<file path="src/rtl/fan_pkg.sv">
// rtl/fan_pkg.sv - shared types and widths for the fan speed controller
package fan_pkg;

  typedef enum logic [1:0] {IDLE, KICK, RUN, FAULT} fan_state_t;

  localparam int          FAN_USPR_W   = 20;
  localparam logic [19:0] FAN_USPR_SAT = 20'hFFFFF;
  localparam int          FAN_PCT_W    = 8;
  localparam logic [7:0]  FAN_PCT_MAX  = 8'hFF;
  localparam int          FAN_MS_W     = 16;

endpackage

</file>
<file path="src/rtl/fan_ms_timer.sv">
// rtl/fan_ms_timer.sv - loadable down-counter of 1 ms strobes
module fan_ms_timer
  import fan_pkg::*;
(
  input  logic                clk,
  input  logic                rst_n,
  input  logic                tsc_1ppms,
  input  logic                load,
  input  logic [FAN_MS_W-1:0] load_val,
  output logic                expire
);

  logic [FAN_MS_W-1:0] cnt;

  // Fires on the strobe that takes the count from 1 to 0.
  assign expire = tsc_1ppms && (cnt == FAN_MS_W'(1));

  always_ff @(posedge clk or negedge rst_n) begin
    if (!rst_n) begin
      cnt <= '0;
    end else if (load) begin
      cnt <= load_val;
    end else if (tsc_1ppms && (cnt != '0)) begin
      cnt <= cnt - FAN_MS_W'(1);
    end
  end

endmodule

</file>
<file path="src/rtl/fan_ctrl.sv">
// rtl/fan_ctrl.sv - closed-loop fan duty regulator with kick-start and stall fault
module fan_ctrl
  import fan_pkg::*;
#(
  parameter int                    UPDATE_MS   = 100,
  parameter int                    KICK_MS     = 500,
  parameter logic [FAN_PCT_W-1:0]  STEP        = 8'd2,
  parameter logic [FAN_USPR_W-1:0] DEADBAND_US = 20'd32,
  parameter logic [FAN_PCT_W-1:0]  PCT_MIN     = 8'h40,
  parameter logic [FAN_PCT_W-1:0]  PCT_START   = 8'h80,
  parameter int                    STALL_UPD   = 3,
  parameter int                    RETRIES     = 2
) (
  input  logic                  clk,
  input  logic                  rst_n,
  input  logic                  tsc_1ppms,
  input  logic                  enable,
  input  logic [FAN_USPR_W-1:0] target_uspr,
  input  logic [FAN_USPR_W-1:0] fan_uspr,
  output logic [FAN_PCT_W-1:0]  fan_pct,
  output logic                  fan_locked,
  output logic                  fan_stall
);

  localparam int SC_W = $clog2(STALL_UPD + 1);
  localparam int RC_W = $clog2(RETRIES + 2);

  fan_state_t           state, state_d;
  logic [FAN_PCT_W-1:0] pct_d, pct_up, pct_dn;
  logic                 locked_d, stall_d;
  logic [SC_W-1:0]      stall_cnt, stall_cnt_d, stall_nxt;
  logic [RC_W-1:0]      retry_cnt, retry_d;
  logic                 tmr_load, tmr_expire;
  logic [FAN_MS_W-1:0]  tmr_val;
  logic [FAN_USPR_W:0]  band_hi, band_lo, meas;
  logic                 sat, too_slow, too_fast;

  fan_ms_timer u_timer (
    .clk       (clk),
    .rst_n     (rst_n),
    .tsc_1ppms (tsc_1ppms),
    .load      (tmr_load),
    .load_val  (tmr_val),
    .expire    (tmr_expire)
  );

  // Band limits in 21 bits so target+deadband cannot wrap.
  always_comb begin
    meas     = {1'b0, fan_uspr};
    sat      = (fan_uspr == FAN_USPR_SAT);
    band_hi  = {1'b0, target_uspr} + {1'b0, DEADBAND_US};
    band_lo  = (target_uspr >= DEADBAND_US) ? {1'b0, target_uspr - DEADBAND_US} : '0;
    too_slow = sat || (meas > band_hi);
    too_fast = !sat && (meas < band_lo);
    stall_nxt = sat ? stall_cnt + SC_W'(1) : '0;
    pct_up   = (({1'b0, fan_pct} + {1'b0, STEP}) > 9'h0FF) ? FAN_PCT_MAX : fan_pct + STEP;
    pct_dn   = ({1'b0, fan_pct} < ({1'b0, PCT_MIN} + {1'b0, STEP})) ? PCT_MIN : fan_pct - STEP;
  end

  always_comb begin
    state_d     = state;
    pct_d       = fan_pct;
    locked_d    = fan_locked;
    stall_d     = fan_stall;
    stall_cnt_d = stall_cnt;
    retry_d     = retry_cnt;
    tmr_load    = 1'b0;
    tmr_val     = '0;
    if (!enable) begin
      state_d     = IDLE;
      pct_d       = '0;
      locked_d    = 1'b0;
      stall_d     = 1'b0;
      stall_cnt_d = '0;
      retry_d     = '0;
      tmr_load    = 1'b1;
    end else begin
      case (state)
        IDLE: begin
          state_d  = KICK;
          pct_d    = FAN_PCT_MAX;
          locked_d = 1'b0;
          tmr_load = 1'b1;
          tmr_val  = FAN_MS_W'(KICK_MS);
        end
        KICK: begin
          if (tmr_expire) begin
            state_d     = RUN;
            pct_d       = PCT_START;
            stall_cnt_d = '0;
            tmr_load    = 1'b1;
            tmr_val     = FAN_MS_W'(UPDATE_MS);
          end
        end
        RUN: begin
          if (tmr_expire) begin
            tmr_load    = 1'b1;
            tmr_val     = FAN_MS_W'(UPDATE_MS);
            stall_cnt_d = stall_nxt;
            if (stall_nxt == SC_W'(STALL_UPD)) begin
              pct_d    = FAN_PCT_MAX;
              locked_d = 1'b0;
              if (retry_cnt < RC_W'(RETRIES)) begin
                retry_d = retry_cnt + RC_W'(1);
                state_d = KICK;
                tmr_val = FAN_MS_W'(KICK_MS);
              end else begin
                state_d = FAULT;
                stall_d = 1'b1;
              end
            end else begin
              locked_d = !too_slow && !too_fast;
              if (too_slow)      pct_d = pct_up;
              else if (too_fast) pct_d = pct_dn;
              else               retry_d = '0;
            end
          end
        end
        FAULT: begin
          pct_d    = FAN_PCT_MAX;
          stall_d  = 1'b1;
          locked_d = 1'b0;
        end
        default: state_d = IDLE;
      endcase
    end
  end

  always_ff @(posedge clk or negedge rst_n) begin
    if (!rst_n) begin
      state      <= IDLE;
      fan_pct    <= '0;
      fan_locked <= 1'b0;
      fan_stall  <= 1'b0;
      stall_cnt  <= '0;
      retry_cnt  <= '0;
    end else begin
      state      <= state_d;
      fan_pct    <= pct_d;
      fan_locked <= locked_d;
      fan_stall  <= stall_d;
      stall_cnt  <= stall_cnt_d;
      retry_cnt  <= retry_d;
    end
  end

endmodule
</file>
<file path="config.mk">
export PLATFORM = sky130hd
export DESIGN_NAME = fan_ctrl
export DESIGN_NICKNAME = d
export VERILOG_FILES = /design/src/rtl/fan_pkg.sv /design/src/rtl/fan_ms_timer.sv /design/src/rtl/fan_ctrl.sv
export SDC_FILE = /design/constraint.sdc
export NUM_CORES = 1
export LEC_CHECK = 0
export CAP_MARGIN = 25
export CORE_ASPECT_RATIO = 0.6
export CORE_MARGIN = 4
export CORE_UTILIZATION = 57
export DETAILED_ROUTE_END_ITERATION = 10
export PLACE_DENSITY_LB_ADDON = 0.3
export SLEW_MARGIN = 20
export SYNTH_ARGS = -nofsm -noshare
export SYNTH_HDL_FRONTEND = slang
export SYNTH_SLANG_ARGS = --single-unit
</file>
<file path="constraint.sdc">
create_clock -name clk -period 2.6 [get_ports clk]
set_input_delay 0.26 -clock clk [delete_from_list [all_inputs] [get_ports clk]]
set_output_delay 0.26 -clock clk [all_outputs]
set_load 0.05 [all_outputs]
</file>
==> results of run 1 <==
-- per-layer routing --
metal	global-route usage, %	vias to the layer above
met3	8.750	191
met1	50.00	2400
met2	54.04	578
met5	0	-
li1	-	2167
met4	10.03	0
-- what timing repair did --
action | CTS | global route
cloned | 1 | 0
endpoints found under the setup margin | 11 | 20
buffers inserted | 13 | 15
pin swaps | 34 | 40
resized for setup | 89 | 44
-- worst max-delay path by stage --
stage,end,from,slack [ns]
after CTS,fan_pct[6]$_DFFE_PN0P_,target_uspr[7],-0.67
after global placement,fan_pct[6]$_DFFE_PN0P_,target_uspr[5],-1.30
after floorplan,fan_pct[6]$_DFFE_PN0P_,target_uspr[10],-0.54
final,fan_pct[4]$_DFFE_PN0P_,target_uspr[13],-0.84
after global routing,fan_pct[6]$_DFFE_PN0P_,target_uspr[10],-0.91
after detailed placement,fan_pct[6]$_DFFE_PN0P_,target_uspr[5],-1.51
-- power groups by stage --
stage          Sequential, W  Combinational [W]  Clock (W)
4_1_cts             0.000774            0.00226   0.000560
3_3_place_gp        0.000772            0.00208          0
3_5_place_dp        0.000780            0.00216          0
5_1_grt             0.000807            0.00280   0.000586
2_1_floorplan       0.000923            0.00130          0
6_report            0.000798            0.00268   0.000567
-- worst reg2reg max path, stage by stage, from the launching register on --
cell	delay (ns)
dfrtp_1	0.60
nand3_1	0.32
o21ai_0	0.25
a31oi_1	0.18
and4_1	0.26
o21ai_0	0.71
nor3_4	0.08
o32ai_1	0.39
a221o_1	0.20
-- stage by stage --
stage | util, % | TNS [ns]
global route | 89.98 | -9.693
detailed placement | 79.53 | -15.12
global placement | 79.53 | -13.35
finish | 89.98 | -8.700
floorplan | - | -4.309
CTS | 85.48 | -6.828
-- Yosys cell counts (2+ instances only) --
cell / number
nand2_1: 57
nor3_1: 20
nor4_2: 2
o32a_1: 2
inv_1: 22
a31oi_2: 2
nor2_1: 39
clkbuf_1: 13
and4_1: 4
o21ai_0: 26
nor4_4: 2
mux2i_1: 4
xnor2_1: 15
a21o_1: 10
nand4_2: 2
and3_1: 10
buf_2: 5
buf_6: 2
a21oi_1: 42
a221o_1: 2
a221oi_1: 2
a31oi_1: 7
ha_1: 50
o311ai_0: 2
a41o_1: 2
o22a_1: 3
dfrtp_1: 32
o21ai_2: 2
o21a_1: 4
and2_1: 6
nand4b_1: 3
nand4_1: 12
nor2b_1: 3
nand2b_1: 7
nor4_1: 5
nand3_1: 19
or4_1: 3
o31ai_1: 6
xor2_1: 15
or3_1: 6
-- final cells by class --
class | instances | area [um^2] | share of cell area, %
clock inverter | 1 | 5.005 | 0.08295
inverter | 23 | 88.84 | 1.472
multi-input combinational | 423 | 3428 | 56.82
tap | 87 | 108.9 | 1.804
sequential | 32 | 800.8 | 13.27
clock buffer | 6 | 128.9 | 2.136
timing repair buffer | 178 | 1473 | 24.41
-- state kept, by name, indices dropped and copies added (netlist names) --
register     count
u_timer.cnt     16
retry_cnt        2
state            2
fan_stall        1
fan_locked       1
stall_cnt        2
fan_pct          8
-- cell families (layout without fill, tap and decap cells) --
family,after synthesis,in the layout
mux,5,5
buf+inv,44,208
flops,32,32
fa+ha+maj,50,50
xor+xnor,30,30
simple gates,211,211
compound gates,126,127
-- cell usage in the layout (no fill, tap or decap), types with 6 or more instances in the layout --
cell type,Yosys,routed
buf_4,0,117
nand2_1,57,49
ha_1,50,45
clkdlybuf4s50_1,0,40
a21oi_1,42,35
nor2_1,39,32
dfrtp_1,32,32
inv_1,22,21
o21ai_0,26,20
xor2_1,15,15
xnor2_1,15,15
nand3_1,19,15
nor3_1,20,12
nand4_1,12,12
a21o_1,10,9
buf_6,2,9
and3_1,10,8
a21oi_2,0,7
a31oi_1,7,7
or3_1,6,6
nand2b_1,7,6
==> impl_metrics.toml, run 1 <==
[setup_path]
slowest_delay_ns = 0.54
end_kind = "flip-flop"
required_ns = 2.76
rrSetupSlack_ns = -0.45
ff2ff_path_depth = 8
path_cells = "clkdlybuf4s15_1 -> and4_4 -> and2_4 -> nand2_1 -> xor2_1 -> ha_1 -> nand3_2 -> or4_4 -> a31oi_4 -> o41ai_4 -> buf_4 -> and2_4 -> buf_4 -> nor3_4 -> o2bb2ai_2 -> a221o_1"
crit_family = "simple AND/OR/NAND/NOR gates"
cp-start-kind = "input pin"
critPathBufInv = 3
cp_data_arrival_time_ns = 3.60
path_max_fanout = 8
crit_cells = 16
crit_type = "in2reg"
r2r-end = "fan_pct[3]$_DFFE_PN0P_"
reg2reg_from = "fan_pct[3]$_DFFE_PN0P_"
cpMaxStageDelayCell = "or4_4"

[detailed_routing]
wl_met2_um = 7536
drtPass1Iterations = 9
num_vias = 5336
top_layer = "met4"
wl_met1_um = 6517
viasPerCell = 7.115
wl_met3_um = 2683
detail_route.wl_per_cell_um = 24.33
drtAntennaViolNets = 0
drtIter0Drc = 1012
wl_um = 18250
drc = 1

[synthesis]
synth_compound_area_share_pct = 22.16
synth-edff-count = 0
yosysWarnings = 0
synthSimpleGateAreaFrac_pct = 29.03
syn_area_per_cell_um2 = 7.927
synthAdderAreaFrac_pct = 15.85
ys_seq_area_share_pct = 20.29
synth_cell_types = 68
synth_top_area_cell = "dfrtp_1"
synth_mux_area_share_pct = 1.300
yosys.area_share.xor_xnor_pct = 6.656
synth_area_leaders = "dfrtp_1 20%, ha_1 16%, nand2_1 5.4%"
yosys_register_bits = 32
synthArstFlopShare_pct = 100.0
synth_area_um2 = 3948
synth_nets = 592
synth_top_family_by_area = "simple AND/OR/NAND/NOR gates"
ys.flop_type = "dfrtp_1"
yosys.area.top_type_share_pct = 20.29
synthCells = 498

[power]
p_sw_share_pct = 49.04
pwr-share-comb_pct = 66.2
clkPwrFrac_pct = 14.0
seqPwrFrac_pct = 19.7
switchingPower_w = 0.001983
leakage_nw = 2.728
intPower_w = 0.002060
p_per_area_nw_per_um2 = 670.2
p_total_w = 0.004043
peakVddDrop_uv = 843.6

[global_route]
grt_pass1_wl_um = 23340
antenna_found_initial = 0
grt_use_total_pct = 35.41
grt_max_degree = 33
overflow = 0
grt_pass1_vias = 4674

[placement]
io_buffers = 53
gp_congestion = 0.9514
dp_cells = 714
place_area_um2 = 5333
dpl_worst_slack_ns = -1.506
post-dp-hpwl_um = 10390

[timing]
setup_slack_ns = -0.8386
timing.final.crit_share_pct = 132.3
timing.fmax_mhz = 290.8
fin_skew_ns = 0.008285
setup_viol = 14
grt_setup_unrepaired = "yes"
maxSlewViolCount = 0
min_period_ns = 3.439
tightest_slew_ns = 0.8920
maxSlewHeadroom_pct = 39.91
finalHoldViolations = 0
whs_ns = 0.3847

[cells_and_area]
stdcell_area_um2 = 6033
drive_gt1_share_pct = 34.24
nets = 757
antennaDiodeCount = 0
fillers = 267
stdcell_count = 750
area_growth_pct = 52.84

[outcome]
status = "finished with violations"
violations = "DRC, setup timing"

[cts]
cts_tree = "done"
clk_pin_slew_ns = 0.05
htreeDepth = 2
cts_buffers = 5
ctsHoldBuffers = 0
cts_buffer_depth = 2
worstSkewPairLatency_ns = 0.28
clock_sinks = 32
cts-root-buf = "clkbuf_16"

[floorplanning]
ios = 54
initial_core_util_pct = 58.87
die_x_um = 115.4
num_rows = 23
dieHeight_um = 72.46
core-area_um2 = 6705
dieArea_um2 = 8364

[worst_hold_path]
hold_class = "in2async"

[run]
max_cap_violations = 0
Note: power is estimated with default switching activity, not from simulation.
==> inputs of run 2 (changes only) <==
--- a/config.mk
+++ b/config.mk
@@ -10,6 +10,7 @@
 export CORE_MARGIN = 4
 export CORE_UTILIZATION = 57
 export DETAILED_ROUTE_END_ITERATION = 10
+export GPL_TIMING_DRIVEN = 0
 export PLACE_DENSITY_LB_ADDON = 0.3
 export SLEW_MARGIN = 20
 export SYNTH_ARGS = -nofsm -noshare
==> run 2 against run 1 <==
  * The run ends with setup timing left
  * Flip-flop and latch count stayed put
  * Total power is 5.1% lower
  * Clock skew is 0.0042 ns lower
  * Combinational power is 12% lower
  * Cell count is 9.9% lower
  * Critical path type unchanged
  * Critical endpoint is now fan_pct[6]$_DFFE_PN0P_
  * Highest routed layer unchanged
==> impl_metrics.toml, run 2 (same netlist as run 1, synthesis figures left out) <==
[cells_and_area]
largestRegisters = "u_timer.cnt (16), fan_pct (8)"
area_growth_pct = 37.46
mostFrequentLayoutCells = "51 x nand2_1, 45 x ha_1, 36 x a21oi_1, 36 x clkdlybuf4s50_1, 34 x nor2_1"
utilization_pct = 80.93
nets = 682
drive_gt1_share_pct = 22.58
fillers = 463
largest_reg_flops = 16
antennaDiodeCount = 0
layout_commonest_cell = "nand2_1"
top_register = "u_timer.cnt"

[outcome]
status = "finished with violations"
violations = "setup timing"

[timing]
timing.final.crit_share_pct = 127.8
tightest_slew_ns = 0.7564
setup_slack_ns = -0.7222
fin_skew_ns = 0.004043
whs_ns = 0.03398
setup_viol = 11
fin_tns_setup_ns = -6.852
maxSlewViolCount = 0
finalHoldViolations = 0
grt_setup_unrepaired = "yes"
timing.fmax_mhz = 301.0
maxSlewHeadroom_pct = 49.04
min_period_ns = 3.322

[floorplanning]
num_rows = 23
dieHeight_um = 72.46
core-area_um2 = 6705
ios = 54
initial_core_util_pct = 58.87
die_x_um = 115.4
dieArea_um2 = 8364

[setup_path]
path_max_fanout = 8
critPathBufInv = 5
slowest_delay_ns = 0.56
cpMaxStageDelayCell = "or4_4"
cp_data_arrival_time_ns = 3.49
cp_common_cell = "buf_6"
ff2ff_path_depth = 9
path_cells = "clkbuf_16 -> buf_4 -> nand3_4 -> nor2_4 -> buf_6 -> nand3_1 -> xor2_1 -> ha_1 -> nand3_2 -> or4_4 -> o32a_1 -> o41ai_4 -> buf_6 -> o211ai_4 -> buf_6 -> a21o_1 -> or2_1 -> o32a_1"
end_kind = "flip-flop"
crit_cells = 18
required_ns = 2.77
crit_type = "in2reg"
crit_family = "simple AND/OR/NAND/NOR gates"
cp-start-kind = "input pin"

[cts]
cts_buffer_depth = 2
cts_buffers = 5
ctsHoldBuffers = 0
clk_pin_slew_ns = 0.05
cts-root-buf = "clkbuf_16"
worstSkewPairLatency_ns = 0.28
cts_tree = "done"
clock_sinks = 32
htreeDepth = 2

[detailed_routing]
wl_um = 13100
viasPerCell = 6.433
drtAntennaViolNets = 0
num_vias = 4349
drc = 0
detail_route.wl_per_cell_um = 19.38
drtIter0Drc = 622
drtPass1Iterations = 8

[power]
p_per_area_nw_per_um2 = 707.0
leakage_nw = 2.345
peakVddDrop_uv = 701.5

[worst_hold_path]
hold_class = "in2async"

[placement]
post-dp-hpwl_um = 9185
gp_congestion = 0.8905
io_buffers = 45
dpl_worst_slack_ns = -1.615

[global_route]
grt_pass1_wl_um = 20720
grt_pass1_vias = 4003
grt_use_total_pct = 31.22
grt_max_degree = 33
overflow = 0
antenna_found_initial = 0

[run]
max_cap_violations = 0
==> run 2: changes by cell type in the layout (fill, tap and decap cells not counted), sizes merged <==
cell,delta
clkbuf,+10
clkdlybuf4s50,-4
a211oi,-1
buf,-83
clkdlybuf4s15,+2
bufinv,+1
clkinvlp,+1
==> run 2: path summary, 6_finish.rpt <==
path,from,endpoint,slack (ns)
min in group clk,enable,fan_locked$_DFFE_PN0P_,0.45
worst max register to register,fan_pct[2]$_DFFE_PN0P_,fan_pct[0]$_DFFE_PN0P_,-0.50
worst min register to register,fan_stall$_DFFE_PN0P_,fan_stall$_DFFE_PN0P_,0.53
max in group asynchronous,rst_n,u_timer.cnt[3]$_DFFE_PN0P_,2.10
worst min-delay path,rst_n,u_timer.cnt[12]$_DFFE_PN0P_,0.03
worst max-delay path,target_uspr[7],fan_pct[6]$_DFFE_PN0P_,-0.72
==> run 2: power by group <==
part	switching (W)	internal [W]
logic	0.00138	0.000989
clock network	0.000228	0.000450
registers	0.000165	0.000623
total	0.00178	0.00206
==> run 2: area by class of cell <==
cell class | instances | area, um^2 | share of cell area [%]
inverter | 23 | 86.33 | 1.591
timing repair buffer | 83 | 764.5 | 14.09
clock buffer | 5 | 125.1 | 2.306
multi-input combinational | 422 | 3317 | 61.13
buffer | 21 | 181.4 | 3.343
sequential | 32 | 800.8 | 14.76
tap | 87 | 108.9 | 2.006
clock inverter | 3 | 42.54 | 0.7840
==> run 2: through the flow <==
step / power [W] / cells / instance area [um^2]
final: 0.003837 / 676 / 5426
after detailed placement: 0.002767 / 630 / 4673
after global placement: 0.002695 / 630 / 4678
after global routing: 0.004064 / 676 / 5426
after CTS: 0.003569 / 662 / 5170
after floorplan: 0.002220 / 498 / 4119
==> run 2: what timing repair did <==
action	CTS	global route
buffers inserted	24	15
gates resized for setup	57	34
gates cloned	0	0
pin swaps	28	33
setup endpoints to repair	22	28
==> run 2: per-layer routing <==
metal  GRT usage, %  vias to the layer above  part of all wire (%)
met2          46.41                      231                    44
met1          48.28                     2078                    46
met5              0                        -                     0
met4          3.906                        0                   1.2
li1               -                     2016                     -
met3          5.583                       24                   8.5
==> run 2: worst register-to-register path, delay by kind of cell (launching register included) <==
family	cells	cell delay, ns
adder cells (fa/ha/maj)	1	0.44
AND/OR/NAND/NOR	2	0.40
flip-flops	1	0.59
multiplexers	1	0.22
AO/OA/AOI/OAI	5	1.38
==> inputs of run 3 (changes only) <==
--- a/config.mk
+++ b/config.mk
@@ -12,6 +12,7 @@
 export DETAILED_ROUTE_END_ITERATION = 10
 export GPL_TIMING_DRIVEN = 0
 export PLACE_DENSITY_LB_ADDON = 0.3
+export REMOVE_ABC_BUFFERS = 1
 export SLEW_MARGIN = 20
 export SYNTH_ARGS = -nofsm -noshare
 export SYNTH_HDL_FRONTEND = slang
==> run 3 against run 2 <==
  * The run still ends with setup timing left
  * Total power up 0.78%
  * Global-route usage fell by 0.13 points
  * Sequential power grew 11%
  * Non-clock buffer count down 1
  * Wire length is 15% higher
  * Clock power down 19%
  * Worst hold slack better by 0.0047 ns
  * Highest routed layer unchanged
  * Die area unchanged
  * Critical endpoint is now fan_pct[7]$_DFFE_PN0P_
==> impl_metrics.toml, run 3 (same netlist as run 1, synthesis figures left out) <==
[cells_and_area]
antennaDiodeCount = 0
layout_commonest_cell = "nand2_1"
largest_reg_flops = 16
largestRegisters = "u_timer.cnt (16), fan_pct (8)"
drive_gt1_share_pct = 24.41
area_growth_pct = 37.27
top_register = "u_timer.cnt"
mostFrequentLayoutCells = "51 x nand2_1, 47 x buf_4, 46 x ha_1"
nets = 684
fillers = 395

[timing]
whs_ns = 0.03871
maxSlewViolCount = 0
finalHoldViolations = 0
timing.fmax_mhz = 287.5
setup_viol = 18
fin_skew_ns = 0.006067
grt_setup_unrepaired = "yes"
setup_slack_ns = -0.8787
min_period_ns = 3.479
maxSlewHeadroom_pct = 51.47
tightest_slew_ns = 0.7279
timing.final.crit_share_pct = 133.8

[cts]
clock_sinks = 32
htreeDepth = 2
worstSkewPairLatency_ns = 0.28
clk_pin_slew_ns = 0.05
cts-root-buf = "clkbuf_16"
cts_buffers = 5
cts_tree = "done"
cts_buffer_depth = 2
ctsHoldBuffers = 0

[global_route]
use_met1_pct = 44.60
use_met3_pct = 7.417
gr-usage-met2_pct = 48.08
grt_max_degree = 33
busiest_layer = "met2"
antenna_found_initial = 0
overflow = 0
grt_use_total_pct = 31.10
grt_pass1_vias = 4182
grt_pass1_wl_um = 20670

[floorplanning]
ios = 54
initial_core_util_pct = 58.87
num_rows = 23
dieArea_um2 = 8364
dieHeight_um = 72.46
core-area_um2 = 6705
die_x_um = 115.4

[setup_path]
startpoint = "target_uspr[7]"
end_kind = "flip-flop"
cp_data_arrival_time_ns = 3.64
path_max_fanout = 9
reg2reg_from = "u_timer.cnt[5]$_DFFE_PN0P_"
crit_type = "in2reg"
required_ns = 2.76
cp-start-kind = "input pin"

[detailed_routing]
detail_route.wl_per_cell_um = 22.30
drtAntennaViolNets = 0
wl_um = 15100
drc = 0
drtIter0Drc = 718
num_vias = 4828
viasPerCell = 7.131
drtPass1Iterations = 6

[power]
peakVddDrop_uv = 660.7
leakage_nw = 2.352
p_per_area_nw_per_um2 = 713.5
p_total_w = 0.003866

[worst_hold_path]
hold_class = "in2async"

[outcome]
status = "finished with violations"
violations = "setup timing"

[placement]
io_buffers = 53
post-dp-hpwl_um = 8780
gp_congestion = 0.9167

[run]
max_cap_violations = 0
## run 3: final cells by class
cell class	instances	area [um^2]	share of cell area, %
Clock inverter	1	5.005	0.09236
Multi-Input combinational cell	425	3377	62.32
Clock buffer	6	128.9	2.378
Tap cell	87	108.9	2.009
Sequential cell	32	800.8	14.78
Timing Repair Buffer	103	912.1	16.83
Inverter	23	86.33	1.593
## run 3: repair_timing
item                       in CTS  in global routing
gates resized for setup       122                 44
setup endpoints to repair      14                 23
gates cloned                    2                  1
pin swaps                      38                 45
setup buffers                  30                 20
## run 3: stage by stage
step	area (um^2)	std cells	TNS (ns)	setup slack, ns	utilization, %
final	5419	677	-9.042	-0.8787	80.82
after global routing	5419	677	-11.10	-0.9951	80.82
after CTS	5082	656	-5.436	-0.6027	75.80
after detailed placement	4489	618	-21.43	-2.017	66.95
after global placement	4487	617	-25.73	-1.903	66.92
after floorplan	3847	477	-5.341	-0.6464	-
## run 3: worst max-delay path, cell delays in order
cell,delay [ns]
buf_2,0.24
nand3_4,0.13
nor2_4,0.16
nand2_1,0.08
nor2_2,0.15
xnor2_1,0.16
ha_1,0.29
nand4_1,0.13
buf_4,0.14
nor2_1,0.05
a22o_1,0.28
o41ai_4,0.49
buf_4,0.20
o211ai_4,0.12
buf_4,0.20
a211oi_4,0.35
nand2_1,0.10
o31ai_1,0.10
## run 3: worst paths after layout
kind                                                to  slack, ns  cells past startpoint
hold / removal             u_timer.cnt[10]$_DFFE_PN0P_       0.04                      1
min in group clk           u_timer.cnt[15]$_DFFE_PN0P_       0.56                      2
max in group asynchronous   u_timer.cnt[2]$_DFFE_PN0P_       2.08                      1
setup reg to reg                fan_pct[6]$_DFFE_PN0P_      -0.44                      7
hold reg to reg            u_timer.cnt[15]$_DFFE_PN0P_       0.56                      2
setup / recovery                fan_pct[7]$_DFFE_PN0P_      -0.88                     18
## run 3: metal layers
layer	routed length [um]	share of wire (%)	up-vias
li1	-	-	2023
met1	5801	38	2262
met2	6461	43	439
met3	2216	15	104
met4	622	4.1	0
met5	0	0	-
## run 3: where the power goes
part           switching, W  leakage [nW]  total (W)  internal [W]
clock network      0.000203        0.0667   0.000550      0.000347
registers          0.000250         0.429   0.000872      0.000622
logic               0.00144          1.86    0.00244       0.00101
total               0.00189          2.35    0.00387       0.00197
